File: config.mk
export PLATFORM = sky130hd
export DESIGN_NAME = arb_req_client
export DESIGN_NICKNAME = d
export VERILOG_FILES = /design/src/rtl/arb_req_client.sv
export SDC_FILE = /design/constraint.sdc
export NUM_CORES = 1
export LEC_CHECK = 0
export ABC_AREA = 1
export BUFFER_PORTS_ARGS = -buffer_cell sky130_fd_sc_hd__buf_4
export CELL_PAD_IN_SITES_DETAIL_PLACEMENT = 1
export CELL_PAD_IN_SITES_GLOBAL_PLACEMENT = 1
export CORE_ASPECT_RATIO = 0.5
export CORE_MARGIN = 2
export CORE_UTILIZATION = 39
export CTS_CLUSTER_SIZE = 12
export DETAILED_ROUTE_END_ITERATION = 12
export GPL_TIMING_DRIVEN = 0
export PLACE_DENSITY = 0.72
export RECOVER_POWER = 100
export SLEW_MARGIN = 20
export SYNTH_ARGS = -nofsm -noshare
export SYNTH_HDL_FRONTEND = slang
export SYNTH_SLANG_ARGS = --single-unit
File: constraint.sdc
create_clock -name clk -period 2.2 [get_ports clk]
set_clock_uncertainty 0.15 [all_clocks]
set_input_delay 0.44 -clock clk [delete_from_list [all_inputs] [get_ports clk]]
set_output_delay 0.44 -clock clk [all_outputs]
set_load 0.05 [all_outputs]
File: src/rtl/arb_req_client.sv
// Requester-side front end for a round-robin arbiter: per-channel FIFOs raise req,
// and the registered one-hot grant pops one channel into a single tagged output register.
module arb_req_client #(
    parameter int N     = 5,
    parameter int DW    = 8,
    parameter int DEPTH = 2
) (
    input  logic                 clk,
    input  logic                 rstn,
    input  logic [N-1:0]         in_valid,
    input  logic [N*DW-1:0]      in_data,
    output logic [N-1:0]         in_ready,
    output logic [N-1:0]         req,
    input  logic [N-1:0]         grant,
    output logic                 out_valid,
    output logic [DW-1:0]        out_data,
    output logic [$clog2(N)-1:0] out_id,
    input  logic                 out_ready,
    output logic [7:0]           stale_cnt,
    output logic                 grant_err
);

    localparam int IW = $clog2(N);
    localparam int PW = $clog2(DEPTH);
    localparam int CW = PW + 1;

    logic [DW-1:0] mem    [N][DEPTH];
    logic [PW-1:0] rd_ptr [N];
    logic [PW-1:0] wr_ptr [N];
    logic [CW-1:0] count  [N];

    logic          stall;
    logic          multi_hot;
    logic          any_take;
    logic          stale;
    logic [N-1:0]  not_empty;
    logic [N-1:0]  push;
    logic [N-1:0]  take;
    logic [DW-1:0] take_data;
    logic [IW-1:0] take_id;

    assign stall     = out_valid & ~out_ready;
    // x & (x-1) clears the lowest set bit, so anything left means two or more grants.
    assign multi_hot = |(grant & (grant - N'(1)));
    assign any_take  = |take;
    assign stale     = (grant != '0) & ~multi_hot & ~any_take;

    always_comb begin
        // NOTE: every output of this block gets a default before the loop so no
        // path leaves a signal unassigned, which would otherwise infer a latch.
        not_empty = '0;
        in_ready  = '0;
        req       = '0;
        push      = '0;
        take      = '0;
        take_data = '0;
        take_id   = '0;
        for (int i = 0; i < N; i++) begin
            not_empty[i] = (count[i] != '0);
            in_ready[i]  = (count[i] != CW'(DEPTH));
            req[i]       = not_empty[i] & ~stall;
            push[i]      = in_valid[i] & in_ready[i];
            take[i]      = grant[i] & not_empty[i] & ~stall & ~multi_hot;
            if (take[i]) begin
                take_data = mem[i][rd_ptr[i]];
                take_id   = IW'(i);
            end
        end
    end

    // NOTE: storage is not reset; the pointers and counts alone define which
    // entries are valid, so clearing the payload would buy nothing.
    always_ff @(posedge clk) begin
        for (int i = 0; i < N; i++) begin
            if (push[i]) mem[i][wr_ptr[i]] <= in_data[i*DW +: DW];
        end
    end

    // NOTE: all state registers use non-blocking assignment so every flop samples
    // the pre-edge values regardless of statement order.
    always_ff @(posedge clk or negedge rstn) begin
        if (!rstn) begin
            for (int i = 0; i < N; i++) begin
                rd_ptr[i] <= '0;
                wr_ptr[i] <= '0;
                count[i]  <= '0;
            end
        end else begin
            for (int i = 0; i < N; i++) begin
                if (push[i]) wr_ptr[i] <= wr_ptr[i] + PW'(1);
                if (take[i]) rd_ptr[i] <= rd_ptr[i] + PW'(1);
                count[i] <= count[i] + CW'(push[i]) - CW'(take[i]);
            end
        end
    end

    always_ff @(posedge clk or negedge rstn) begin
        if (!rstn) begin
            out_valid <= 1'b0;
            out_data  <= '0;
            out_id    <= '0;
            stale_cnt <= '0;
            grant_err <= 1'b0;
        end else begin
            // A malformed grant freezes the output register entirely.
            if (!multi_hot) begin
                if (any_take) begin
                    out_valid <= 1'b1;
                    out_data  <= take_data;
                    out_id    <= take_id;
                end else if (out_ready) begin
                    out_valid <= 1'b0;
                end
            end
            if (multi_hot) grant_err <= 1'b1;
            if (stale && (stale_cnt != 8'hFF)) stale_cnt <= stale_cnt + 8'd1;
        end
    end

endmodule

* After elaboration in Yosys (flattened, before gate mapping) *
Memories as Yosys holds them, arrays and structs flattened.
Cells that the tools add are included.

word-level totals
  register bits after elaboration = 41
  bits in writable memories = 80
  bits of input ports = 53
  output and inout bits = 31
  logic and storage cells = 170
  memories kept = 1

operators by class
  add/subtract/negate cells = 22
  order comparisons = 15
  equality and inequality tests = 6
  multiplexer cells = 46
  bitwise operators = 43
  reductions and logical operators = 17

memory list
  memory  depth  width  read ports  clocked after Yosys merged registers in  wr ports  RTL line  source
  mem     5      16     5           0                                        5         27        logic [DW-1:0] mem [N][DEPTH];

operators by type and width
  operator               number
  $mux W8                25
  $mux W16               5
  $demux W8 S1           5
  $and A1 B1 Y1          28
  $ge A2 B2 Y1 const B   10
  $not A1 Y2             10
  $reduce_bool A2 Y1     6
  $add A1 B1 Y1 const B  10
  $add A2 B1 Y2          5
  $lt A2 B1 Y1 const B   5
  $ne A2 B2 Y1 const B   5
  $reduce_or A5 Y1       2
  $sub A2 B1 Y2          5
  $mux W3                3
  $add A8 B1 Y8 const B  1
  $mux W1                8
  $ne A8 B8 Y1 const B   1
  $logic_and A1 B1 Y1    6
  $and A5 B5 Y5          1
  $reduce_bool A5 Y1     1
  $sub A5 B1 Y5 const B  1
  $not A1 Y1             4
  $reduce_and A2 Y1      2

* Longest topological paths before layout *
Gate-level depths: netlist of run 1.

  depth after elaboration = 10
  mapped depth = 12
  gate-level depth less buffers = 11

* Worst setup path after synthesis of run 1 *
OpenSTA, ideal clock, no wires.

  path type = register to register
  start = register out_valid
  end = register count[0] (netlist name)
  setup time = 126 ps
  arrival = 2560 ps
  data required time = 1924 ps
  setup slack = -636 ps
  stages on the path, launching flop included = 10
  path buffers = 1
  clock period less this slack = 2836 ps
  cell sequence = dfrtp_1 > nand2_2 > inv_2 > nor2_1 > nand2_1 > nor2_4 > buf_4 > ha_1 > inv_1 > ha_1

between the ends
  cells in the longest elaborated chain, start to end = 5

RTL lines
  what                            RTL line  source
  start: declaration              15        output logic out_valid,
  start signal: assignment        99        out_valid <= 1'b0;
  start signal: assignment        108       out_valid <= 1'b1;
  start signal: assignment        112       out_valid <= 1'b0;
  $and A1 B1 Y1                   42        assign stall = out_valid & ~out_ready;
  $not A1 Y1                      63        take[i] = grant[i] & not_empty[i] & ~stall & ~multi_hot;
  $and A1 B1 Y1 (2 in a row)      63
  named net take[4]               38        logic [N-1:0] take;
  $sub A2 B1 Y2                   92        count[i] <= count[i] + CW'(push[i]) - CW'(take[i]);
  end signal: indexed assignment  92
  end: declaration                30        logic [CW-1:0] count [N];

The timed path passes the listed nets, and every way through them passes these cells.
A chain may end at the register's enable or synchronous reset.

* Worst setup path after layout of run 1 *
  start = register out_valid
  end = output port req[4]

between the ends
  cells in the longest elaborated chain, start to end = 3

RTL lines
  what              RTL line  source
  $and A1 B1 Y1     42
  $not A1 Y1        61        req[i] = not_empty[i] & ~stall;
  $and A1 B1 Y1     61
  end: declaration  13        output logic [N-1:0] req,

No other way between the ends.

==> impl_metrics.yaml, run 1 <==
yosys:
  synth.yosys.warnings: 0
  synth_cells: 514
  syn_area_um2: 5490
  synth_area_per_cell_um2: 10.7
  ys_seq_elements: 121
  synth_edf_count: 80
  yosysSeqAreaShare_pct: 62.4
  async_flop_share_pct: 33.9
  synth.distinct_cells: 30
  synthesis.nets: 578
  ys.flop_type: "edfxtp_1"
cells_and_area:
  area_growth_pct: 24.2
  fillers: 1552
  seq_area_um2: 3430
  instances_no_fill: 822
  diodes: 0
  final_area_um2: 6820
  multiInputGateArea_um2: 1760
  layout.nets: 681
  drive_above_1_share_pct: 19.8
floorplanning:
  initial_core_util_pct: 40.2
  coreArea_um2: 13700
  die_area_um2: 15100
  io_pins: 84
  die_w_um: 172
  rows: 30
  die_h_um: 87.9
global_route:
  grt_max_degree: 42
  grt_usage_pct: 19.1
  overflow: 0
  antenna_found_initial: 0
  grt_first_pass_wirelength_mm: 21.3
  grt_pass1_vias: 4090
clock_tree:
  cts_buffer_depth: 2
  root_buffer: "clkbuf_16"
  post_cts.repair.setup_buffers: 0
  cts_tree: "built"
  worstSkewPairLatency_ns: 0.42
  path_clk_slew_ns: 0.06
  cts_buffers: 17
  htree_levels: 4
  cts.sinks: 121
place:
  place_inst: 789
  hpwlAfterDp_mm: 9.44
  dpl_cell_area_um2: 6370
  dp_slack_ns: -0.0797
  port_buffers: 83
  place_congestion: 0.784
detailed_routing:
  wl_per_cell_um: 16.2
  drc: 0
  initialDrtViolationCount: 319
  drt_wl_total_mm: 13.3
  detail-route-antenna-nets: 0
  via_per_inst: 4.79
  firstDrtPassIters: 4
  vias: 3941
sta:
  setup_violations: 0
  maxSlewViolCount: 0
  fin_crit_ns: 2.09
  whs_ns: 0.0748
  rsz0062_at_grt: "false"
  setup_slack_ns: 0.111
  fin_crit_sh_pct: 95.0
  tightestPinTransition_ns: 1.12
  fmax_mhz: 479
  hold_viol: 0
  maxSlewHeadroom_pct: 25.3
setup_path:
  worstSetupStartpointType: "flop"
  r2r_cells: 10
  worstPathArrival_ns: 1.50
  required_ns: 1.61
  r2r-start: "out_valid"
  r2r_slack_ns: 0.13
  r2r_end: "count[1]"
  path_class: "reg -> out"
  cp-end-kind: "output port"
  worst-path-max-fanout: 6
power_and_ir_drop:
  vdd_drop_max_mv: 0.538
  p_leak_nw: 3.00
  total_power_w: 0.00952
  power_density_nw_per_um2: 1400
min_path:
  min_from: "in_data[8]"
  hold_depth: 1
  hold_end: "mem[0][16]"
  holdCritPathClass: "in -> reg"
run_status:
  status: "complete, no violations"
job:
  cap_violations: 0
==> logic make-up (layout without fill, tap and decap cells) <==
family          after synthesis  in the layout  share of synthesized area (%)
flops                       121            121                           62.4
xor+xnor                     20             20                           3.19
compound gates               30             30                           2.80
simple gates                270            270                           23.9
fa+ha+maj                    11             11                           2.51
buf+inv                      62            178                           5.22
==> registers in the layout, indices dropped and copies added (netlist names) <==
register	cells
grant_err	1
wr_ptr	5
rd_ptr	5
out_valid	1
out_data	8
count	10
out_id	3
mem	80
stale_cnt	8
==> through the flow <==
stage | setup TNS [ns] | utilization (%)
4_1_cts | 0 | 51.2
2_1_floorplan | 0 | -
3_5_place_dp | -0.282 | 46.6
6_report | 0 | 49.9
3_3_place_gp | -0.103 | 46.6
5_1_grt | 0 | 49.9
==> routing by layer <==
metal | wire length (um) | part of all wire (%) | GRT usage, %
met1 | 6360 | 48 | 25.8
met2 | 6250 | 47 | 30.4
met3 | 511 | 3.8 | 4.56
met4 | 170 | 1.3 | 6.95
met5 | 0 | 0 | 0
==> placed cells by master, fill, tap and decap left out, types with 4 or more instances in the layout <==
cell       instances
a21oi_1           14
buf_2              5
buf_4             16
bufinv_16          4
clkbuf_1          39
clkbuf_16         17
clkbuf_2          12
clkbuf_4          27
dfrtp_1           40
edfxtp_1          80
ha_1              11
inv_1             40
nand2_1          150
nand2_2            4
nand3_1           27
nand3_2           13
nand4_1           25
nor2_1            37
nor2_4             6
o21ai_0           11
o21ai_1            5
xnor2_1           12
xor2_1             8
==> cell type report <==
| cell class | instances | share of cell area, % |
|---|---|---|
| flip-flops and latches | 121 | 50.3 |
| multi-input cells | 331 | 25.7 |
| repair buffers | 84 | 7.03 |
| clock buffers | 21 | 6.61 |
| well taps | 192 | 3.52 |
| clock inverters | 11 | 2.51 |
| inverters | 45 | 2.48 |
| plain buffers | 17 | 1.80 |
==> Yosys cell counts (4+ instances only) <==
library cell	number	area share, %
nand2_1	151	10
edfxtp_1	80	44
dfrtp_1	41	19
inv_1	40	2.7
nor2_1	37	2.5
nand4_1	25	2.8
nand3_1	22	2.0
nand3_2	18	3.3
a21oi_1	14	1.3
o21ai_0	12	1.1
xnor2_1	12	1.9
ha_1	11	2.5
xor2_1	8	1.3
buf_4	6	0.82
nor2_4	5	1.0
buf_2	4	0.36
clkbuf_1	4	0.27
nor2_2	4	0.46
==> power breakdown <==
part           internal (W)  switching, W
sequential          0.00316      0.000364
clock               0.00193       0.00102
combinational      0.000779       0.00226
==> worst max-delay path, stage by stage (launching register included) <==
cell	delay (ns)
dfrtp_2	0.42
nand2_2	0.11
inv_2	0.12
nor2_4	0.16
buf_2	0.28
==> timing repair <==
item,in CTS,in global routing
gates cloned,0,0
pin swaps,0,0
endpoints found under the setup margin,1,4
hold endpoints to repair,41,0
hold buffers,1,0
gates resized for setup,1,3
==> worst max path at each step <==
stage | from | end | slack, ns | cells after the start
after floorplan | out_valid | count[0] | 0.01 | 9
after global placement | out_ready | count[3] | -0.07 | 12
after detailed placement | out_ready | count[3] | -0.08 | 12
after CTS | out_valid | count[5] | 0.10 | 9
after global routing | count[3] | count[3] | 0.03 | 9
final | out_valid | req[4] | 0.11 | 4
No activity file was read; power rests on OpenSTA's default activity.
==> inputs of run 2 (changes only) <==
Settings changed: RECOVER_POWER 100 to not set.
==> run 2 against run 1 <==
Utilization rose by 1.4 points. Critical endpoint is now count[3]. Non-clock buffer count did not move. Critical path depth rose by 5. Critical path type is now reg -> reg. Flip-flop and latch count did not move. Cell count did not move. Global-route usage did not move. Routed wire length barely moved.
==> impl_metrics.yaml, run 2 (synthesized netlist as in run 1, its figures left out) <==
run_status:
  status: "complete, no violations"
setup_path:
  r2r-start: "count[3]"
  path_cells: "o21ai_1, nor2_1, nand2_1, buf_2, inv_1, ha_1, inv_1, ha_1, xnor2_1"
  worst-path-max-fanout: 10
  slowest_stage: "dfrtp_1"
  r2r_slack_ns: 0.12
  worstSetupStartpointType: "flop"
  worstPathArrival_ns: 2.22
  critPathMaxStageDelay_ns: 0.41
  cp-end-kind: "flop"
  required_ns: 2.35
  r2r_cells: 9
  r2r_end: "count[3]"
  path_class: "reg -> reg"
floorplanning:
  die_area_um2: 15100
  io_pins: 84
  initial_core_util_pct: 40.2
  coreArea_um2: 13700
  die_w_um: 172
  rows: 30
  die_h_um: 87.9
clock_tree:
  cts_tree: "built"
  path_clk_slew_ns: 0.06
  cts_buffers: 17
  htree_levels: 4
  cts.sinks: 121
  root_buffer: "clkbuf_16"
  post_cts.repair.setup_buffers: 0
  cts_buffer_depth: 2
  worstSkewPairLatency_ns: 0.42
min_path:
  min_from: "in_data[8]"
  holdCritPathClass: "in -> reg"
  hold_end: "mem[0][24]"
  hold_depth: 1
sta:
  finalSetupTns_ns: 0
  fin_crit_sh_pct: 94.3
  fin_crit_ns: 2.08
  rsz0062_at_grt: "false"
  setup_violations: 0
  whs_ns: 0.0543
  hold_viol: 0
  maxSlewViolCount: 0
  tightestPinTransition_ns: 0.790
  fmax_mhz: 482
  maxSlewHeadroom_pct: 47.2
detailed_routing:
  firstDrtPassIters: 4
  routed.top_layer: "met4"
  dr_wl_met3_um: 444
  vias: 3950
  wl_per_cell_um: 16.2
  detail-route-antenna-nets: 0
  drt_wl_total_mm: 13.3
  drc: 0
  via_per_inst: 4.81
  initialDrtViolationCount: 305
  wl_met1_mm: 6.39
  wl_met2_mm: 6.25
power_and_ir_drop:
  p_clk_share_pct: 30.3
  swShare_pct: 37.6
  total_power_w: 0.00972
  combPwrFrac_pct: 33.3
  power_density_nw_per_um2: 1390
  p_int_w: 0.00606
  power.switching_w: 0.00366
  p_leak_nw: 3.15
  power_frac_seq_pct: 36.4
  vdd_drop_max_mv: 0.558
cells_and_area:
  layout_commonest_cell: "nand2_1"
  diodes: 0
  instances_no_fill: 822
  drive_above_1_share_pct: 26.2
  fillers: 1530
  largest_register_ffs: 80
  area_growth_pct: 27.6
  final_cell_mix: "nand2_1, buf_4, edfxtp_1, inv_1, dfrtp_1"
  layout.nets: 681
job:
  cap_violations: 0
place:
  place_inst: 789
  place_congestion: 0.784
  hpwlAfterDp_mm: 9.44
  port_buffers: 83
global_route:
  overflow: 0
  grt_pass1_vias: 4090
  grt_max_degree: 42
  antenna_found_initial: 0
  grt_first_pass_wirelength_mm: 21.3
  grt_usage_pct: 19.1
[run 2: how the worst max path moves through the flow]
stage	startpoint	endpoint	slack, ns	depth (start not counted)
floorplan	out_valid	count[0]	0.01	9
global placement	out_ready	count[3]	-0.07	12
detailed placement	out_ready	count[3]	-0.08	12
CTS	out_valid	count[5]	0.10	9
global route	count[3]	count[3]	0.01	9
finish	count[3]	count[3]	0.12	9
[run 2: per-stage QoR]
stage / area, um2 / util (%) / worst slack, ns
after detailed placement: 6370 / 46.6 / -0.0797
after CTS: 7000 / 51.2 / 0.103
final: 7010 / 51.3 / 0.125
after floorplan: 5510 / - / 0.0128
after global placement: 6370 / 46.6 / -0.0700
after global routing: 7010 / 51.3 / 0.0139
[run 2: routing by layer]
metal	track usage (%)	vias up
li1	-	1927
met1	25.8	1930
met2	30.4	72
met3	4.56	21
met4	6.95	0
met5	0	-
[run 2: worst max-delay path, delay by kind of cell, from the launching register on]
kind | cells | cell delay (ns)
simple gates | 2 | 0.20
flops | 1 | 0.41
fa+ha+maj | 2 | 0.45
buf+inv | 3 | 0.37
xor+xnor | 1 | 0.12
compound gates | 1 | 0.26
[run 2: layout make-up]
| type | instances | area, um2 | area share [%] |
|---|---|---|---|
| sequential | 121 | 3430 | 48.9 |
| multi-input combinational | 331 | 1790 | 25.6 |
| timing repair buffer | 84 | 633 | 9.03 |
| clock buffer | 21 | 450 | 6.43 |
| tap | 192 | 240 | 3.43 |
| clock inverter | 11 | 171 | 2.45 |
| inverter | 45 | 169 | 2.41 |
| buffer | 17 | 123 | 1.75 |
[run 2: repair_timing]
item | in CTS | in global routing
endpoints found under the hold margin | 41 | 0
pin swaps | 0 | 0
endpoints found under the setup margin | 1 | 4
hold buffers | 1 | 0
resized for setup | 1 | 3
[run 2: power by group through the flow]
| stage | sequential, W | combinational, W | clock [W] |
|---|---|---|---|
| final | 0.00354 | 0.00324 | 0.00294 |
| after global routing | 0.00362 | 0.00356 | 0.00309 |
| after global placement | 0.00354 | 0.00317 | 0 |
| after detailed placement | 0.00358 | 0.00325 | 0 |
| after CTS | 0.00354 | 0.00328 | 0.00299 |
| after floorplan | 0.00392 | 0.00182 | 0 |
